===== config.mk =====
export PLATFORM = sky130hd
export DESIGN_NAME = pmem_arbiter
export DESIGN_NICKNAME = d
export VERILOG_FILES = /design/src/rtl/pmem_arbiter.sv
export SDC_FILE = /design/constraint.sdc
export NUM_CORES = 1
export LEC_CHECK = 0
export BUFFER_PORTS_ARGS = -buffer_cell sky130_fd_sc_hd__buf_2
export CAP_MARGIN = 10
export CORE_AREA = 2 2 123 125
export CTS_CLUSTER_SIZE = 30
export DETAILED_ROUTE_END_ITERATION = 16
export DIE_AREA = 0 0 125 127
export PLACE_DENSITY = 0.71
export SYNTH_ARGS = -nofsm -noshare
export SYNTH_HDL_FRONTEND = slang
export SYNTH_SLANG_ARGS = --single-unit

===== constraint.sdc =====
create_clock -name clk -period 1.8 [get_ports clk]
set_input_delay 0.09 -clock clk [delete_from_list [all_inputs] [get_ports clk]]
set_output_delay 0.09 -clock clk [all_outputs]
set_load 0.02 [all_outputs]

===== src/rtl/pmem_arbiter.sv =====
`default_nettype none
// ============================================================================
//  Module      : pmem_arbiter
//  Description : Round-robin IFU/LSU arbiter onto a single memory port,
//                one transaction in flight, fixed access latency.
//  Revision    : 1.0 - initial release
// ============================================================================
module pmem_arbiter #(
    parameter int LATENCY = 1
) (
    input  logic        clk,
    input  logic        rst_n,

    input  logic        ifu_req_valid,
    output logic        ifu_req_ready,
    input  logic [31:0] ifu_addr,
    output logic        ifu_resp_valid,
    input  logic        ifu_resp_ready,
    output logic [31:0] ifu_resp_data,

    input  logic        lsu_req_valid,
    output logic        lsu_req_ready,
    input  logic [31:0] lsu_addr,
    input  logic        lsu_wen,
    input  logic [31:0] lsu_wdata,
    input  logic [7:0]  lsu_wmask,
    output logic        lsu_resp_valid,
    input  logic        lsu_resp_ready,
    output logic [31:0] lsu_resp_data,

    output logic        mem_valid,
    output logic [31:0] mem_raddr,
    input  logic [31:0] mem_rdata,
    output logic        mem_wen,
    output logic [31:0] mem_waddr,
    output logic [31:0] mem_wdata,
    output logic [7:0]  mem_wmask
);

    localparam logic [1:0] c_ST_IDLE  = 2'd0;
    localparam logic [1:0] c_ST_WAIT  = 2'd1;
    localparam logic [1:0] c_ST_RESP  = 2'd2;
    localparam logic [3:0] c_CNT_INIT = 4'(LATENCY - 1);

    logic [1:0]  r_state;
    logic [1:0]  w_state_next;
    logic [3:0]  r_cnt;
    logic        r_last_lsu;
    logic        r_owner_lsu;
    logic        r_wen;
    logic [31:0] r_addr;
    logic [31:0] r_wdata;
    logic [7:0]  r_wmask;
    logic [31:0] r_resp_data;

    logic        w_idle;
    logic        w_grant_lsu;
    logic        w_grant_ifu;
    logic        w_accept;
    logic        w_mem_fire;
    logic        w_in_resp;
    logic        w_resp_done;

    // Grant implies valid, so ready == grant and acceptance == any grant.
    always_comb begin
        w_idle      = rst_n && (r_state == c_ST_IDLE);
        w_grant_lsu = w_idle && lsu_req_valid && (!ifu_req_valid || !r_last_lsu);
        w_grant_ifu = w_idle && ifu_req_valid && !w_grant_lsu;
        w_accept    = w_grant_lsu || w_grant_ifu;
        w_mem_fire  = rst_n && (r_state == c_ST_WAIT) && (r_cnt == 4'd0);
        w_in_resp   = rst_n && (r_state == c_ST_RESP);
        w_resp_done = w_in_resp && (r_owner_lsu ? lsu_resp_ready : ifu_resp_ready);
    end

    always_comb begin
        w_state_next = r_state;
        case (r_state)
            c_ST_IDLE: if (w_accept)    w_state_next = c_ST_WAIT;
            c_ST_WAIT: if (w_mem_fire)  w_state_next = c_ST_RESP;
            c_ST_RESP: if (w_resp_done) w_state_next = c_ST_IDLE;
            default:                    w_state_next = c_ST_IDLE;
        endcase
    end

    always_ff @(posedge clk) begin
        if (!rst_n) begin
            r_state <= c_ST_IDLE;
        end else begin
            r_state <= w_state_next;
        end
    end

    always_ff @(posedge clk) begin
        if (!rst_n) begin
            r_cnt       <= 4'd0;
            r_last_lsu  <= 1'b0;
            r_owner_lsu <= 1'b0;
            r_wen       <= 1'b0;
            r_addr      <= 32'd0;
            r_wdata     <= 32'd0;
            r_wmask     <= 8'd0;
            r_resp_data <= 32'd0;
        end else begin
            if (w_accept) begin
                // IFU fetches are always reads: write controls are zeroed.
                r_owner_lsu <= w_grant_lsu;
                r_last_lsu  <= w_grant_lsu;
                r_addr      <= w_grant_lsu ? lsu_addr : ifu_addr;
                r_wen       <= w_grant_lsu && lsu_wen;
                r_wdata     <= w_grant_lsu ? lsu_wdata : 32'd0;
                r_wmask     <= w_grant_lsu ? lsu_wmask : 8'd0;
                r_cnt       <= c_CNT_INIT;
            end
            if (r_state == c_ST_WAIT) begin
                if (r_cnt == 4'd0) begin
                    r_resp_data <= r_wen ? 32'd0 : mem_rdata;
                end else begin
                    r_cnt <= r_cnt - 4'd1;
                end
            end
        end
    end

    assign ifu_req_ready  = w_grant_ifu;
    assign lsu_req_ready  = w_grant_lsu;

    assign ifu_resp_valid = w_in_resp && !r_owner_lsu;
    assign lsu_resp_valid = w_in_resp && r_owner_lsu;
    assign ifu_resp_data  = ifu_resp_valid ? r_resp_data : 32'd0;
    assign lsu_resp_data  = lsu_resp_valid ? r_resp_data : 32'd0;

    assign mem_valid      = w_mem_fire;
    assign mem_raddr      = w_mem_fire ? r_addr  : 32'd0;
    assign mem_waddr      = w_mem_fire ? r_addr  : 32'd0;
    assign mem_wen        = w_mem_fire && r_wen;
    assign mem_wdata      = w_mem_fire ? r_wdata : 32'd0;
    assign mem_wmask      = w_mem_fire ? r_wmask : 8'd0;

endmodule
`default_nettype wire


Word level (Yosys, flattened, before mapping). Index checks and enable logic that the tools add are counted.

$add $sub $neg: 1. Multiply operators: 0. Divide/modulo/power cells: 0. $lt $le $gt $ge: 0. Eq/ne operators: 5. Shift operators: 0. Mux-type cells: 17. Bitwise gates (word level): 0. Reduce and logical (&&, ||, !) cells: 22.

Operators by type and width (count): 32-bit 2-to-1 mux (7); 8-bit 2-to-1 mux (2); 1-bit logical AND (13); 4-bit 2-to-1 mux (3); 2-bit 2-to-1 mux (3); 2-bit inequality test (second input constant) (3); 2-bit case mux with 3 select lines (1); 4-bit zero test (1); 4-bit by 1-bit subtractor with 4-bit output (second input constant) (1); 1-bit zero test (3); 3-bit AND reduction (1); 2-bit by 1-bit equality test with 1-bit output (second input constant) (1); 2-bit equality test (second input constant) (1); 2-bit zero test (1); 1-bit logical OR (2); 2-bit AND reduction (1); 1-bit 2-to-1 mux (1).

Flip-flop bits (word level): 112. Bits in latches: 0. RAM bits: 0. Memory bits (read-only): 0. Bits of input ports: 143. Output and inout bits: 174. Logic and storage cells: 53. Memories kept: 0.

Logic depth before layout (Yosys ltp).
Depth after elaboration: 10. Gate-level depth with buffers: 8. Mapped depth without buffers: 5.

Worst setup path after synthesis. OpenSTA, ideal clock, no wires.

Kind: register -> output. From: reg r_cnt[0]. To: out mem_waddr[21]. Arrival: 1.696 ns. Required time: 1.710 ns. Setup slack: 0.014 ns. Cell stages (with the launch flop): 9. Path through: dfxtp_1 inv_1 ha_1 nand3b_2 nor4_4 buf_2 clkbuf_2 and2_1 buf_4.

Longest elaborated chain between the ends: 3.

RTL lines: start: declaration (line 47) `logic [3:0] r_cnt;`; start signal: assignment (line 112) `r_cnt <= c_CNT_INIT;`; start signal: assignment (line 118) `r_cnt <= r_cnt - 4'd1;`; 4-bit zero test (line 70) `w_mem_fire = rst_n && (r_state == c_ST_WAIT) && (r_cnt == 4'd0);`; 1-bit logical AND (line 70); 32-bit 2-to-1 mux; end: declaration (line 35) `output logic [31:0] mem_waddr,`.

Every way passes these cells.

Worst setup path in the final report.
From: reg r_cnt[1]. To: out mem_waddr[4].

Longest elaborated chain between the ends: 3.

RTL lines: 4-bit zero test (line 70); 1-bit logical AND (line 70); 32-bit 2-to-1 mux (line 134) `assign mem_waddr = w_mem_fire ? r_addr : 32'd0;`.

Every way passes these cells.

==> flow_metrics.env <==
export IMPL_outcome="finished, violations left"
export IMPL_violations="setup timing"
export IMPL_vias=6493
export IMPL_period_share_pct=109
export IMPL_cp_max_fo=27
export IMPL_cts_tree="built"
export IMPL_place_ws_ps=80.7
export IMPL_ys_ff_latch=112
export IMPL_slowest_stage="dfxtp_2"
export IMPL_cts_max_level=3
export IMPL_drt_iter0_markers=389
export IMPL_fin_setup_tns_ps=-13060
export IMPL_fin_cells=1209
export IMPL_grt_pass1_vias=6091
export IMPL_final_cell_mix="buf_2 (209), and2_1 (107), dfxtp_1 (107), a21oi_1 (75), dlygate4sd3_1 (75)"
export IMPL_antenna_found_initial=0
export IMPL_route_detailed_drc=0
export IMPL_fin_nets=1164
export IMPL_synth_warnings=0
export IMPL_slew_headroom_pct=73.5
export IMPL_crit_chain="inv_2 -> ha_4 -> nand3b_4 -> nor4_4 -> buf_6 -> buf_16 -> and2_1 -> buf_4"
export IMPL_slowest_delay_ps=340
export IMPL_clk_pin_slew_ps=80
export IMPL_syn_instance_count=683
export IMPL_synth_edf_count=0
export IMPL_max_freq_ghz=0.510
export IMPL_path_buf_inv=4
export IMPL_grt_setup_unrepaired="yes"
export IMPL_grt_usage_pct=24.0
export IMPL_routedWlPerCell_um=17.2
export IMPL_path_class="flop to output pin"
export IMPL_cts_sinks=112
export IMPL_multi_input_area_um2=2990
export IMPL_synth_top_area_share_pct=39.5
export IMPL_gp_congestion=0.799
export IMPL_p_total_mw=7.32
export IMPL_n_antenna_cell=0
export IMPL_cp_top_family="buffers and inverters"
export IMPL_io_buffer_count=316
export IMPL_ys_seq_area_share_pct=39.5
export IMPL_clk_latency_ps=350
export IMPL_die_area_um2=15900
export IMPL_synth_area_leader_cell="dfxtp_1"
export IMPL_hpwl_um=12500
export IMPL_vias_per_cell=5.37
export IMPL_synth_avg_cell_area_um2=8.32
export IMPL_synth_main_ff_cell="dfxtp_1"
export IMPL_start_kind="flop"
export IMPL_fin_util_pct=63.5
export IMPL_fin_crit_ps=1960
export IMPL_endpoint="mem_waddr[4]"
export IMPL_start_util_pct=39.4
export IMPL_reg2reg_to="r_cnt[0]"
export IMPL_powerDensity_nw_per_um2=799
export IMPL_grt_remaining_overflow=0
export IMPL_max_vdd_ir_drop_uv=482
export IMPL_placed_area_um2=7290
export IMPL_rr_worst_depth=4
export IMPL_grt_pass1_wl_um=31400
export IMPL_worst_setup_path_end_kind="output pin"
export IMPL_synth_cell_types=42
export IMPL_setup_ws_ps=-162
export IMPL_worstPathRequired_ps=1710
export IMPL_final_area_um2=9160
export IMPL_wl_um=20700
export IMPL_min_delay_path_class="primary input to flop"
export IMPL_ys_async_sr_fraction_pct=0
export IMPL_syn_to_final_growth_pct=61.3
export IMPL_worstSetupPathDepth=8
export IMPL_rrSetupSlack_ps=140
export IMPL_drv_slew=0
export IMPL_die_height_um=127
export IMPL_yosys_top_cells_area="dfxtp_1 (39%), and2_1 (15%), a21oi_1 (6.6%)"
export IMPL_io_pin_count=317
export IMPL_hold_slack_ps=18.1
export IMPL_clockBufferDepth=2
export IMPL_core_area_um2=14400
export IMPL_final_common_cell="buf_2"
export IMPL_cts_made_buffers=9
export IMPL_syn_area_um2=5680
export IMPL_nFillCells=1169
export IMPL_cellLeakagePower_nw=4.13
export IMPL_synth_fp_nets=827
export IMPL_cts_root_buf="clkbuf_16"
export IMPL_place_inst=1106
export IMPL_crit_start="r_cnt[1]"
export IMPL_setup_viol=108
export IMPL_drive_gt1_share_pct=41.6
export IMPL_arrival_ps=1870
export IMPL_fp_row_count=44
export IMPL_tightest_slew_ps=398
export IMPL_drtPass1Iterations=5
export IMPL_ant_nets=0
export IMPL_grt_max_degree=67
export IMPL_hold_violations=0
export IMPL_register_area_um2=2250
export IMPL_die_w_um=125
export IMPL_reg2reg_from="r_state[0]"
export IMPL_maxCapViolations=0
export IMPL_skew_ps=13.9
[worst min-delay path: cells and delay by family]
family / cells / cell delay (ps)
buffers and inverters: 1 / 90
AOI/OAI and AO/OA: 1 / 80
and+or+nand+nor: 1 / 50
[Yosys cell counts, types with 3 or more instances]
library cell / number
a21oi_1: 75
a22o_1: 32
a311oi_1: 33
and2_1: 139
buf_2: 19
buf_4: 34
clkbuf_1: 43
clkbuf_2: 6
dfxtp_1: 112
inv_1: 3
nand2_1: 3
nand3_1: 73
nor2_1: 5
o21ai_0: 72
[worst min path at each step]
stage,slack (ps),startpoint,depth (start not counted),end
after floorplan,210,ifu_req_valid,1,r_owner_lsu
after global placement,300,mem_rdata[6],2,r_resp_data[6]
after detailed placement,300,mem_rdata[27],2,r_resp_data[27]
after CTS,2,lsu_addr[5],3,r_addr[5]
after global routing,10,ifu_addr[5],3,r_addr[5]
final,20,lsu_addr[8],3,r_addr[8]
[cell families after synthesis]
group | after synthesis | share of synthesized area (%)
mux | 1 | 0.176
simple gates | 236 | 25.1
flops | 112 | 39.5
compound gates | 225 | 24.8
fa+ha+maj | 1 | 0.220
buf+inv | 108 | 10.2
[metal layers]
layer / GRT usage [%] / share of wire, %
met4: 8.56 / 2.6
met5: 0 / 0
met1: 29.9 / 40
met3: 4.69 / 6.8
met2: 41.5 / 50
[report_power, final]
group | switching [mW] | leakage, nW | internal [mW]
Clock | 1.02 | 0.149 | 0.988
Sequential | 0.226 | 0.918 | 2.79
Combinational | 1.21 | 3.06 | 1.08
[sequential cells by signal, summed over array words and instances, names as in the netlist]
name	flops
r_addr	32
r_resp_data	32
r_wdata	32
r_wmask	8
r_cnt	4
r_state	2
r_owner_lsu	1
r_wen	1
[layout make-up]
| cell class | instances | share of cell area [%] |
|---|---|---|
| clock buffers | 9 | 2.46 |
| repair buffers | 430 | 36.9 |
| flip-flops and latches | 112 | 24.5 |
| multi-input cells | 463 | 32.6 |
| clock inverters | 7 | 0.792 |
| inverters | 4 | 0.164 |
| well taps | 184 | 2.51 |
[timing repair]
item | CTS | global route
gates cloned | 3 | 1
hold endpoints to repair | 75 | 0
pin swaps | 11 | 8
resized for setup | 153 | 75
buffers inserted | 8 | 2
setup endpoints to repair | 141 | 175
hold buffers | 75 | 0
Note: power is estimated with default switching activity, not from simulation.
